===== src/rtl/gnrc_codec_pkg.sv =====
// ----------------------------------------------------------------------------
// gnrc_codec_pkg
//   Shared helpers for the generic codec library.
//   - cnt_width(n): bits needed to hold a count in 0..n (at least 1).
//   Payload structs depend on the instance width N. A package cannot be
//   parameterised, so each block declares its own payload typedefs from N.
// ----------------------------------------------------------------------------
package gnrc_codec_pkg;

    // Width of a counter that must represent every value 0..n inclusive.
    function automatic int unsigned cnt_width(input int unsigned n);
        return (n < 1) ? 1 : $clog2(n + 1);
    endfunction

endpackage


===== src/rtl/gnrc_therm2bin.sv =====
// ----------------------------------------------------------------------------
// gnrc_therm2bin
//   Combinational thermometer-to-binary converter.
//   The input is a low-justified thermometer code (ones from bit 0 upward,
//   then zeros). The output is the number of ones, 0..N.
//
// Ports
//   therm_i  in   N    thermometer code, ones packed at the LSB end
//   cnt_o    out  CW   number of ones in therm_i
//
// A one-hot edge detect marks the top one of the thermometer. Each one-hot
// position i contributes the constant (i+1) through an OR tree, so an all-zero
// thermometer gives a count of 0 without an adder.
// ----------------------------------------------------------------------------
module gnrc_therm2bin
    import gnrc_codec_pkg::*;
#(
    parameter  int unsigned N  = 8,
    localparam int unsigned CW = cnt_width(N)
) (
    input  logic [N-1:0]  therm_i,
    output logic [CW-1:0] cnt_o
);

    logic [N-1:0] edge_oh;

    // Only the highest set bit of a well-formed thermometer survives.
    assign edge_oh = therm_i & ~(therm_i >> 1);

    always_comb begin
        cnt_o = '0;
        for (int i = 0; i < N; i++) begin
            if (edge_oh[i]) cnt_o = cnt_o | CW'(i + 1);
        end
    end

endmodule


===== src/rtl/gnrc_tz_norm.sv =====
// ----------------------------------------------------------------------------
// gnrc_tz_norm
//   Two-stage pipelined LSB-aligned normaliser. Counts the zeros below the
//   lowest set bit of vec_i and shifts the vector right so that bit lands on
//   bit 0. Valid/ready on both sides, one beat per cycle, two-cycle latency.
//
// Ports
//   clk_i    in   1    clock, rising edge
//   rst_ni   in   1    synchronous active-low reset
//   flush_i  in   1    drop everything in flight (and this cycle's input)
//   valid_i  in   1    input beat valid
//   ready_o  out  1    block can take an input beat
//   vec_i    in   N    input vector
//   valid_o  out  1    output beat valid
//   ready_i  in   1    consumer takes the output beat
//   norm_o   out  N    vec >> cnt, zero filled from the MSB
//   cnt_o    out  CW   zeros below the lowest set bit, N for vec == 0
//   zero_o   out  1    vec == 0
//
// Stage 1 captures vec and its thermometer code therm[i] = ~|vec[i:0].
// Stage 2 converts the thermometer to a count, barrel-shifts vec by it and
// captures the result. Each stage holds its data while it cannot move on.
// ----------------------------------------------------------------------------
module gnrc_tz_norm
    import gnrc_codec_pkg::*;
#(
    parameter  int unsigned N  = 8,
    localparam int unsigned CW = cnt_width(N)
) (
    input  logic          clk_i,
    input  logic          rst_ni,
    input  logic          flush_i,
    input  logic          valid_i,
    output logic          ready_o,
    input  logic [N-1:0]  vec_i,
    output logic          valid_o,
    input  logic          ready_i,
    output logic [N-1:0]  norm_o,
    output logic [CW-1:0] cnt_o,
    output logic          zero_o
);

    typedef struct packed {
        logic [N-1:0] vec;
        logic [N-1:0] therm;
    } s1_pld_t;

    typedef struct packed {
        logic [N-1:0]  norm;
        logic [CW-1:0] cnt;
        logic          zero;
    } s2_pld_t;

    logic    s1_valid_q, s1_valid_d;
    logic    s2_valid_q, s2_valid_d;
    s1_pld_t s1_q, s1_d;
    s2_pld_t s2_q, s2_d;

    logic    s2_adv;
    logic    s1_load;
    logic    s2_load;
    logic [N-1:0]  therm;
    logic [CW-1:0] s2_cnt;

    // ------------------------------------------------------------------
    // Handshake. ready_o never looks at valid_i, so no comb loop can form
    // through an upstream block that gates valid on ready.
    // ------------------------------------------------------------------
    assign s2_adv  = ~s2_valid_q | ready_i;
    assign ready_o = ~s1_valid_q | s2_adv;

    // A flush discards the beat offered in the same cycle; blocking the
    // data loads as well keeps the registers quiet for that edge.
    assign s1_load = valid_i & ready_o & ~flush_i;
    assign s2_load = s1_valid_q & s2_adv & ~flush_i;

    always_comb begin
        s1_valid_d = s1_valid_q;
        if (flush_i)      s1_valid_d = 1'b0;
        else if (s1_load) s1_valid_d = 1'b1;
        else if (s2_load) s1_valid_d = 1'b0;
    end

    always_comb begin
        s2_valid_d = s2_valid_q;
        if (flush_i)      s2_valid_d = 1'b0;
        else if (s2_load) s2_valid_d = 1'b1;
        else if (ready_i) s2_valid_d = 1'b0;
    end

    // ------------------------------------------------------------------
    // Stage 1: prefix-AND of the inverted vector from bit 0 upward.
    // A running scalar keeps the chain free of self-referencing vectors.
    // ------------------------------------------------------------------
    always_comb begin
        logic run;
        run   = 1'b1;
        therm = '0;
        for (int i = 0; i < N; i++) begin
            run      = run & ~vec_i[i];
            therm[i] = run;
        end
    end

    assign s1_d.vec   = vec_i;
    assign s1_d.therm = therm;

    // ------------------------------------------------------------------
    // Stage 2: count, shift, zero flag.
    // ------------------------------------------------------------------
    gnrc_therm2bin #(
        .N (N)
    ) u_therm2bin (
        .therm_i (s1_q.therm),
        .cnt_o   (s2_cnt)
    );

    // Log2 barrel shifter, one stage per count bit. The top stage can shift
    // by N or more, which correctly empties the vector when vec == 0.
    always_comb begin
        logic [N-1:0] sh;
        sh = s1_q.vec;
        for (int s = 0; s < CW; s++) begin
            if (s2_cnt[s]) sh = sh >> (1 << s);
        end
        s2_d.norm = sh;
        s2_d.cnt  = s2_cnt;
        // The top thermometer bit is set exactly when no bit of vec is set.
        s2_d.zero = s1_q.therm[N-1];
    end

    // ------------------------------------------------------------------
    // State
    // ------------------------------------------------------------------
    always_ff @(posedge clk_i) begin
        if (!rst_ni) begin
            s1_valid_q <= 1'b0;
            s2_valid_q <= 1'b0;
            s1_q       <= '0;
            s2_q       <= '0;
        end else begin
            s1_valid_q <= s1_valid_d;
            s2_valid_q <= s2_valid_d;
            if (s1_load) s1_q <= s1_d;
            if (s2_load) s2_q <= s2_d;
        end
    end

    assign valid_o = s2_valid_q;
    assign norm_o  = s2_q.norm;
    assign cnt_o   = s2_q.cnt;
    assign zero_o  = s2_q.zero;

`ifndef SYNTHESIS
    // A presented output beat stays put until it is taken.
    a_out_hold: assert property (@(posedge clk_i) disable iff (!rst_ni)
        (valid_o && !ready_i && !flush_i) |=>
            (valid_o && $stable(norm_o) && $stable(cnt_o) && $stable(zero_o)));

    // The count never exceeds the vector width.
    a_cnt_range: assert property (@(posedge clk_i) disable iff (!rst_ni)
        valid_o |-> (int'(cnt_o) <= int'(N)));
`endif

endmodule


===== config.mk =====
export PLATFORM = sky130hd
export DESIGN_NAME = gnrc_tz_norm
export DESIGN_NICKNAME = d
export VERILOG_FILES = /design/src/rtl/gnrc_codec_pkg.sv /design/src/rtl/gnrc_therm2bin.sv /design/src/rtl/gnrc_tz_norm.sv
export SDC_FILE = /design/constraint.sdc
export NUM_CORES = 1
export LEC_CHECK = 0
export BUFFER_PORTS_ARGS = -buffer_cell sky130_fd_sc_hd__buf_2
export CAP_MARGIN = 20
export CORE_MARGIN = 2
export CORE_UTILIZATION = 54
export DETAILED_ROUTE_END_ITERATION = 8
export HOLD_SLACK_MARGIN = 0.08
export MAX_ROUTING_LAYER = met4
export PLACE_DENSITY = 0.78
export RECOVER_POWER = 100
export SLEW_MARGIN = 20
export SYNTH_ARGS = -nofsm -noshare
export SYNTH_HDL_FRONTEND = slang
export SYNTH_SLANG_ARGS = --single-unit

===== constraint.sdc =====
create_clock -name clk_i -period 2.15 [get_ports clk_i]
set_input_delay 0.43 -clock clk_i [delete_from_list [all_inputs] [get_ports clk_i]]
set_output_delay 0.43 -clock clk_i [all_outputs]
set_load 0.01 [all_outputs]

==> metrics, run 1 <==
post-synthesis cell type count=44; diode count=0; WHS=approximately 0.31 ns; Max-Slew Margin vs Limit=54.3%; Critical Path Sink Type=flip-flop; M2 GR Usage=40.2%; critical path arrival=2.22 ns; worst slack at placement=about 0.22 ns; CTS tree=built; Non-Filler Instances=between 200 and 250; worst-path maximum fanout=9; initial antenna violation count=0; WL/cell=15.5 um; post-DP HPWL=2910 um; Tcrit/Tclk final=93.0%; synthesis-to-finish area growth=12.6%; vias post-DR=1536; Clock Sinks=30; WL final=3860 um; largest net degree at the start of global routing=26; clock buffer count from CTS=5; gr usage total=27.2%; DRC violations left=0; final worst path period need=2.00 ns; layout cell share with drive strength beyond 1=16.5%; hold-fix buffers at CTS=0; fin area=1720 um2; critical path required time=~2.4 ns; Placement Cell Area=1690 um2; clk_lat worst skew=0.34 ns; Setup TNS Final=0 ns; Layout Skew=0.00971 ns; Util after Layout=63.0%; Post-Syn Instances=between 150 and 200; Area contributors post-synth=dfxtp_1, nand2_1, a21oi_1; Die Span Y=57.2 um; vias per cell=6.17; Initial Util=56.0%; first-pass GRT wire length=6650 um; vias in the first global route=1457; met1 GRT Util=between 30 and 40%; Final nets=230; Total Power=between 1 and 1.5 mW; synthesized area=~1500 um2; worst vdd ir=approximately 0.5 mV; die extent in x=about 57 um; clock slew at reported path FFs=0.09 ns; GRT busiest layer=met2; Hold Path Class=primary input to flip-flop; WS Path Type=flip-flop to flip-flop; power per cell area=607 nW/um2; GR Overflow Total=0; final setup margin=0.150 ns; drt first-iter violations=66; CP Launch Type=flip-flop; DIE AREA=3280 um2; Slew @ Worst Pin=0.679 ns; CTS Buffer Depth=2; syn_nets=201; Placed Cells incl. Taps=241; average size of a mapped cell=8.14 um2; # H-tree levels=2; CTS Root Cell=clkbuf_4; MaxCap Viol Count=0; Cell Rows=19; Max Clk Rate=500 MHz; status=complete, no violations; Final Max Tran Viols=0; Fin. Hold Viols=0; RSZ-0062 raised after global routing=no; yosys warns=0; Synth Register Bits=30; Pleak=0.579 nW; final-report setup violation count=0; core area=2730 um2; DR pass1 iterations=4; sequential-to-total area share from yosys stat=around 39%; Filler cells=between 200 and 300; met3 Usage GRT=4.54%; top cell type by total area after synthesis=dfxtp_1; Detail Route Antenna Nets=0; I/O pin cnt=28; post-synth top area share=39.2%; Port Buf Inserts=27; Routability Congestion=0.949
==> power by group <==
group / total, mW / leakage [nW] / internal (mW) / switching, mW
logic: 0.113 / 0.301 / 0.0432 / 0.0701
registers: 0.577 / 0.243 / 0.567 / 0.00977
clock network: 0.357 / 0.0353 / 0.158 / 0.198
==> cell type report <==
type                    count  area, um2  area share [%]
clock buffers               7       55.1            3.20
clock inverters             1       5.00           0.290
inverters                   5       18.8            1.09
multi-input cells         143        862            50.0
flip-flops and latches     30        601            34.9
well taps                  31       38.8            2.25
repair buffers             32        143            8.28
==> logic make-up after synthesis <==
kind of cell / after synthesis / share of synthesized area [%]
buffers and inverters: 15 / 4.42
AO/OA/AOI/OAI: 53 / 22.9
AND/OR/NAND/NOR: 85 / 29.1
multiplexers: 5 / 4.33
flip-flops: 30 / 39.2
==> worst paths after layout <==
| kind | startpoint | cells after the start | endpoint | slack [ns] |
|---|---|---|---|---|
| max reg2reg | s1_q[7]$_SDFFE_PN0P_ | 5 | norm_o[2]$_SDFFE_PN0P_ | 0.15 |
| max | s1_q[7]$_SDFFE_PN0P_ | 5 | norm_o[2]$_SDFFE_PN0P_ | 0.15 |
| min | vec_i[0] | 2 | s1_q[0]$_SDFFE_PN0P_ | 0.31 |
| min reg2reg | norm_o[4]$_SDFFE_PN0P_ | 2 | norm_o[4]$_SDFFE_PN0P_ | 0.46 |
==> registers in the layout (all words and copies together) (netlist names) <==
signal / cells
s1_valid_q: 1
valid_o: 1
s1_q: 16
norm_o: 8
cnt_o: 4
==> critical path: stages (launching register included) <==
cell and delay (ns):
dfxtp_1 0.48, nor2b_1 0.14, or4_4 0.63, mux2_2 0.33
o211ai_1 0.20, a311oi_2 0.12
==> cell usage after synthesis (all sizes together) <==
cell type and number:
nand2 40, dfxtp 30, a21oi 26, nor2 8
o211ai 8, clkbuf 7, o2111ai 6, o21ai 6
inv 4, nand3 4, nor2b 4, nor4 4
or4 4, and2 3, buf 3, mux2 3
or3 3, a41oi 2, and3 2, mux2i 2
nand2b 2, nand3b 2, nor4b 2, a22oi 1
a311oi 1, a32oi 1, and2b 1, and3b 1
clkinv 1, nand4 1, nor3b 1, o211a 1
o41ai 1, or2 1, or2b 1, or3b 1
==> cell usage in the layout, fill, tap and decap left out, types with 2 or more instances in the layout <==
cell type,instances
and3_1,2
nor2_1,8
nor4_1,4
dfxtp_1,30
o211ai_1,7
o2111ai_1,6
nor4b_1,2
nor2b_1,3
nand3_1,3
or3_1,3
a21oi_1,26
mux2_2,3
a41oi_1,2
buf_4,2
buf_2,12
nand3b_1,2
nand2b_1,2
or4_1,3
clkbuf_4,5
inv_1,4
clkbuf_1,19
nand2_1,40
and2_1,2
o21ai_0,6
==> metal layers <==
layer	share of wire, %	routed length, um	up-vias
met1	44	1710	728
met3	6.0	230	8
met2	48	1850	58
met4	1.8	69	0
met5	0	0	-
li1	-	-	742
==> repair_timing <==
action / 4_1_cts / 5_1_grt
endpoints found under the hold margin: 0 / 0
buffers inserted: 0 / 0
endpoints found under the setup margin: 0 / 1
gates resized for setup: 0 / 1
Note: power is estimated with default switching activity, not from simulation.
==> run 2, diff against run 1 <==
--- a/config.mk
+++ b/config.mk
@@ -5,14 +5,16 @@
 export SDC_FILE = /design/constraint.sdc
 export NUM_CORES = 1
 export LEC_CHECK = 0
+export ABC_CLOCK_PERIOD_IN_PS = 2150
 export BUFFER_PORTS_ARGS = -buffer_cell sky130_fd_sc_hd__buf_2
 export CAP_MARGIN = 20
 export CORE_MARGIN = 2
-export CORE_UTILIZATION = 54
+export CORE_UTILIZATION = 57
+export CTS_BUF_LIST = sky130_fd_sc_hd__clkbuf_8
 export DETAILED_ROUTE_END_ITERATION = 8
 export HOLD_SLACK_MARGIN = 0.08
 export MAX_ROUTING_LAYER = met4
-export PLACE_DENSITY = 0.78
+export PLACE_DENSITY = 0.81
 export RECOVER_POWER = 100
 export SLEW_MARGIN = 20
 export SYNTH_ARGS = -nofsm -noshare
==> run 2 against run 1 <==
Compared with the run above: wire length shrank 3.1%; clock power grew 15%; critical path depth is the same; first-iteration DRC count shrank 23%; worst hold slack gained 0.068 ns; critical endpoint unchanged.
==> metrics, run 2 (synthesis results as in run 1) <==
CP Launch Type=flip-flop; worst slack at placement=0.220 ns (-0.00256 ns); Tcrit/Tclk final=93.3% (+0.26 points); WL final=3740 um (-3.1%); Util after Layout=68.9% (+5.9 points); GRT busiest layer=met2; Final nets=230 (unchanged); most frequent cells in the layout=nand2_1, dfxtp_1, a21oi_1; # H-tree levels=2 (unchanged); gr usage total=26.8% (-0.33 points); Cell Rows=18 (-1); clk_lat worst skew=0.28 ns (-0.06 ns); critical path required time=2.31 ns (-0.06 ns); R2R setup slack=0.14 ns (about the same); Final Max Tran Viols=0 (unchanged); Fin. Hold Viols=0 (unchanged); worst vdd ir=0.549 mV (+8.7%); clock slew at reported path FFs=0.07 ns (-0.02 ns); Largest Register=s1_q; Hold Path Class=primary input to flip-flop; synthesis-to-finish area growth=12.6% (unchanged); hold-fix buffers at CTS=0 (unchanged); WL/cell=15.1 um (-2.3%); Placement Cell Area=1690 um2 (about the same); Slew @ Worst Pin=0.672 ns (-0.00710 ns); max reg flops=16 (unchanged); WS Path Type=flip-flop to flip-flop; Clock Sinks=30 (unchanged); core area=2500 um2 (-8.6%); final-report setup violation count=0 (unchanged); vias in the first global route=1441 (-1.1%); Die Span Y=55.8 um (-2.5%); Slowest-stage cell, CP=or4_4; crit path cell chain=nor2b_1 > or4_4 > mux2_2 > o211ai_1 > a311oi_2; DIE AREA=3120 um2 (-4.9%); CTS Root Cell=clkbuf_8; met3 Usage GRT=6.98% (+2.4 points); Layout Skew=0.00919 ns (-0.000528 ns); Setup TNS Final=0 ns (unchanged); RSZ-0062 raised after global routing=no; Port Buf Inserts=27 (unchanged); first-pass GRT wire length=6390 um (-3.9%); final setup margin=0.145 ns (-0.00560 ns); die extent in x=55.8 um (-2.5%); MaxCap Viol Count=0 (unchanged); delay of the slowest critical-path stage=0.62 ns (about the same); post-DP HPWL=2880 um (-0.82%); CP top delay family=simple AND/OR/NAND/NOR gates; Critical Path Sink Type=flip-flop; CTS tree=built; Detail Route Antenna Nets=0 (unchanged); layout cell share with drive strength beyond 1=14.7% (-1.8 points); GR Overflow Total=0 (unchanged); DRC violations left=0 (unchanged); Max Clk Rate=499 MHz (-0.28%); met1 GRT Util=31.8% (-3.9 points); Max-Slew Margin vs Limit=54.8% (+0.48 points); DR pass1 iterations=4 (unchanged); worst-path maximum fanout=9 (unchanged); vias post-DR=1520 (-1.0%); Initial Util=61.2% (+5.2 points); WHS=0.376 ns (+0.0683 ns); CTS Buffer Depth=2 (unchanged); I/O pin cnt=28 (unchanged); clock buffer count from CTS=5 (unchanged); final worst path period need=2.01 ns (+0.00560 ns); vias per cell=6.15 (-0.24%); Pleak=0.585 nW (+0.95%); fin area=1720 um2 (unchanged); drt first-iter violations=51 (-23%); largest net degree at the start of global routing=18 (-31%); M2 GR Usage=42.9% (+2.6 points); initial antenna violation count=0 (unchanged); CP bufs+invs=0 (unchanged); critical path arrival=2.17 ns (-0.05 ns); most common cell after layout, fill and taps aside=nand2_1; power per cell area=636 nW/um2 (+4.7%); status=complete, no violations; PostCTS Resize Cnt=0 (unchanged); diode count=0 (unchanged); Routability Congestion=0.882 (-7.0%); Post-CTS Setup Repair Bufs=0 (unchanged)
run 2: metrics by stage:
| step | power [mW] | instances |
|---|---|---|
| 2_1_floorplan | 0.663 | 188 |
| 4_1_cts | 1.10 | 247 |
| 6_report | 1.10 | 247 |
| 5_1_grt | 1.14 | 247 |
| 3_5_place_dp | 0.702 | 240 |
| 3_3_place_gp | 0.698 | 240 |
run 2: final cells by class:
cell class,instances,area (um2)
fill,232,777
clock inverter,2,7.51
clock buffer,5,68.8
timing repair buffer,32,146
multi-input combinational,143,843
sequential,30,601
tap,30,37.5
inverter,5,18.8
run 2: power by group:
group	internal, mW	total (mW)	switching [mW]
logic	0.0418	0.110	0.0686
registers	0.568	0.577	0.00903
clock network	0.213	0.409	0.196
run 2: path summary, 6_finish.rpt:
path | startpoint | endpoint | cells after the start
setup / recovery | s1_q[7]$_SDFFE_PN0P_ | norm_o[2]$_SDFFE_PN0P_ | 5
hold / removal | vec_i[0] | s1_q[0]$_SDFFE_PN0P_ | 2
setup reg to reg | s1_q[7]$_SDFFE_PN0P_ | norm_o[2]$_SDFFE_PN0P_ | 5
hold reg to reg | cnt_o[1]$_SDFFE_PN0P_ | cnt_o[1]$_SDFFE_PN0P_ | 2
run 2: layer usage:
metal  part of all wire (%)  up-vias
met4                    2.1        0
met2                     48       52
met1                     44      709
met3                    5.8       13
li1                       -      746
met5                      0        -
run 2: worst register-to-register path, delay by kind of cell (launching register included):
kind | cells | cell delay (ns)
simple gates | 2 | 0.76
flops | 1 | 0.47
mux | 1 | 0.33
compound gates | 2 | 0.33
==> run 3, diff against run 2 <==
--- a/config.mk
+++ b/config.mk
@@ -15,7 +15,7 @@
 export HOLD_SLACK_MARGIN = 0.08
 export MAX_ROUTING_LAYER = met4
 export PLACE_DENSITY = 0.81
-export RECOVER_POWER = 100
+export RECOVER_POWER = 25
 export SLEW_MARGIN = 20
 export SYNTH_ARGS = -nofsm -noshare
 export SYNTH_HDL_FRONTEND = slang
==> run 3 against run 2 <==
Compared with the run above: combinational power rose by 5%; core utilization rose by 1.3 points; clock power barely moved; count of clock-buffer cells in the layout did not move; register-to-register slack improved by 0.07 ns; sequential power barely moved; total power rose by 0.48%; sequential share of layout area fell by 0.65 points; clock skew barely moved; largest power group unchanged; highest routed layer unchanged.
==> metrics, run 3 (synthesis results as in run 1) <==
status=complete, no violations; Layout Skew=0.00936 ns (+0.000177 ns); Die Span Y=55.8 um (unchanged); Cell Rows=18 (unchanged); critical path arrival=2.10 ns (-0.07 ns); DR pass1 iterations=4 (unchanged); delay of the slowest critical-path stage=0.62 ns (about the same); Post-CTS Setup Repair Bufs=0 (unchanged); Largest Register=s1_q; Initial Util=61.2% (unchanged); drt first-iter violations=62 (+22%); WL/cell=15.3 um (+0.86%); DRC violations left=0 (unchanged); Filler cells=228 (-1.7%); worst slack at placement=0.220 ns (unchanged); Clock Sinks=30 (unchanged); Critical Path Sink Type=flip-flop; CP top delay family=simple AND/OR/NAND/NOR gates; CTS tree=built; Slew @ Worst Pin=0.658 ns (-0.0142 ns); gr usage total=26.8% (unchanged); Port Buf Inserts=27 (unchanged); max reg flops=16 (unchanged); clk_lat worst skew=0.28 ns (about the same); Slowest-stage cell, CP=or4_4; DIE AREA=3120 um2 (unchanged); first-pass GRT wire length=6390 um (unchanged); largest net degree at the start of global routing=18 (unchanged); fin area=1760 um2 (+1.9%); initial antenna violation count=0 (unchanged); Util after Layout=70.2% (+1.3 points); Setup TNS Final=0 ns (unchanged); Routability Congestion=0.882 (unchanged); Pleak=0.614 nW (+4.9%); Final Max Tran Viols=0 (unchanged); CTS Root Cell=clkbuf_8; final-report setup violation count=0 (unchanged); Placement Cell Area=1690 um2 (unchanged); most common cell after layout, fill and taps aside=nand2_1; clock slew at reported path FFs=0.07 ns (about the same); CP Launch Type=flip-flop; I/O pin cnt=28 (unchanged); clock buffer count from CTS=5 (unchanged); vias per cell=6.15 (about the same); R2R setup slack=0.21 ns (+0.07 ns); power per cell area=627 nW/um2 (-1.4%); Non-Filler Instances=247 (unchanged); post-DP HPWL=2880 um (unchanged); Max-Slew Margin vs Limit=55.7% (+0.96 points); die extent in x=55.8 um (unchanged); CTS Buffer Depth=2 (unchanged); MaxCap Viol Count=0 (unchanged); crit path cell chain=nor2b_2 > or4_4 > mux2_2 > o211ai_2 > a311oi_2; # H-tree levels=2 (unchanged); hold-fix buffers at CTS=0 (unchanged); WS Path Type=flip-flop to flip-flop; GR Overflow Total=0 (unchanged); Hold Path Class=primary input to flip-flop; synthesis-to-finish area growth=14.7%; Final nets=230 (unchanged); Placed Cells incl. Taps=240 (unchanged); final worst path period need=1.94 ns (-0.0684 ns); final setup margin=0.213 ns (+0.0684 ns); core area=2500 um2 (unchanged); most frequent cells in the layout=nand2_1, dfxtp_1, a21oi_1; Detail Route Antenna Nets=0 (unchanged); Tcrit/Tclk final=90.1% (-3.2 points); Max Clk Rate=516 MHz (+3.5%); critical path required time=2.31 ns (about the same); worst-path maximum fanout=9 (unchanged); CP bufs+invs=0 (unchanged); worst vdd ir=0.549 mV (about the same); Fin. Hold Viols=0 (unchanged); layout cell share with drive strength beyond 1=19.8% (+5.1 points); WL final=3770 um (+0.86%); RSZ-0062 raised after global routing=no; diode count=0 (unchanged); vias post-DR=1519 (-0.066%); PostCTS Resize Cnt=0 (unchanged); vias in the first global route=1441 (unchanged)
## run 3: cell types whose count changed in the layout (fill, tap and decap cells not counted), sizes merged
cell    delta
buf        +7
clkbuf     -7
## run 3: final timing paths
check	start	depth (start not counted)	end
worst min-delay path	vec_i[0]	2	s1_q[0]$_SDFFE_PN0P_
worst max register to register	s1_q[7]$_SDFFE_PN0P_	5	norm_o[2]$_SDFFE_PN0P_
worst max-delay path	s1_q[7]$_SDFFE_PN0P_	5	norm_o[2]$_SDFFE_PN0P_
worst min register to register	cnt_o[0]$_SDFFE_PN0P_	2	cnt_o[0]$_SDFFE_PN0P_
## run 3: final cells by class
class                           instances  area [um2]  share of cell area, %
Inverter                                5        18.8                   1.07
Timing Repair Buffer                   32         160                   9.12
Clock inverter                          2        7.51                  0.428
Tap cell                               30        37.5                   2.14
Multi-Input combinational cell        143         862                   49.1
Clock buffer                            5        68.8                   3.92
Sequential cell                        30         601                   34.2
## run 3: stage by stage
stage,hold WS [ns],power [mW]
finish,0.374,1.10
global route,0.384,1.14
CTS,0.371,1.10
detailed placement,0.443,0.702
global placement,0.440,0.698
floorplan,0.434,0.663
## run 3: routing by layer
layer,part of all wire [%],vias to the layer above,global-route usage [%]
li1,-,744,-
met3,5.1,13,6.98
met1,44,712,31.8
met2,49,50,42.9
met4,2.1,0,12.2
met5,0,-,-
## run 3: power breakdown
part           switching, mW  total, mW  internal, mW
Combinational         0.0699      0.115        0.0454
Sequential           0.00914      0.577         0.568
Clock                  0.196      0.409         0.213
Total                  0.275       1.10         0.826
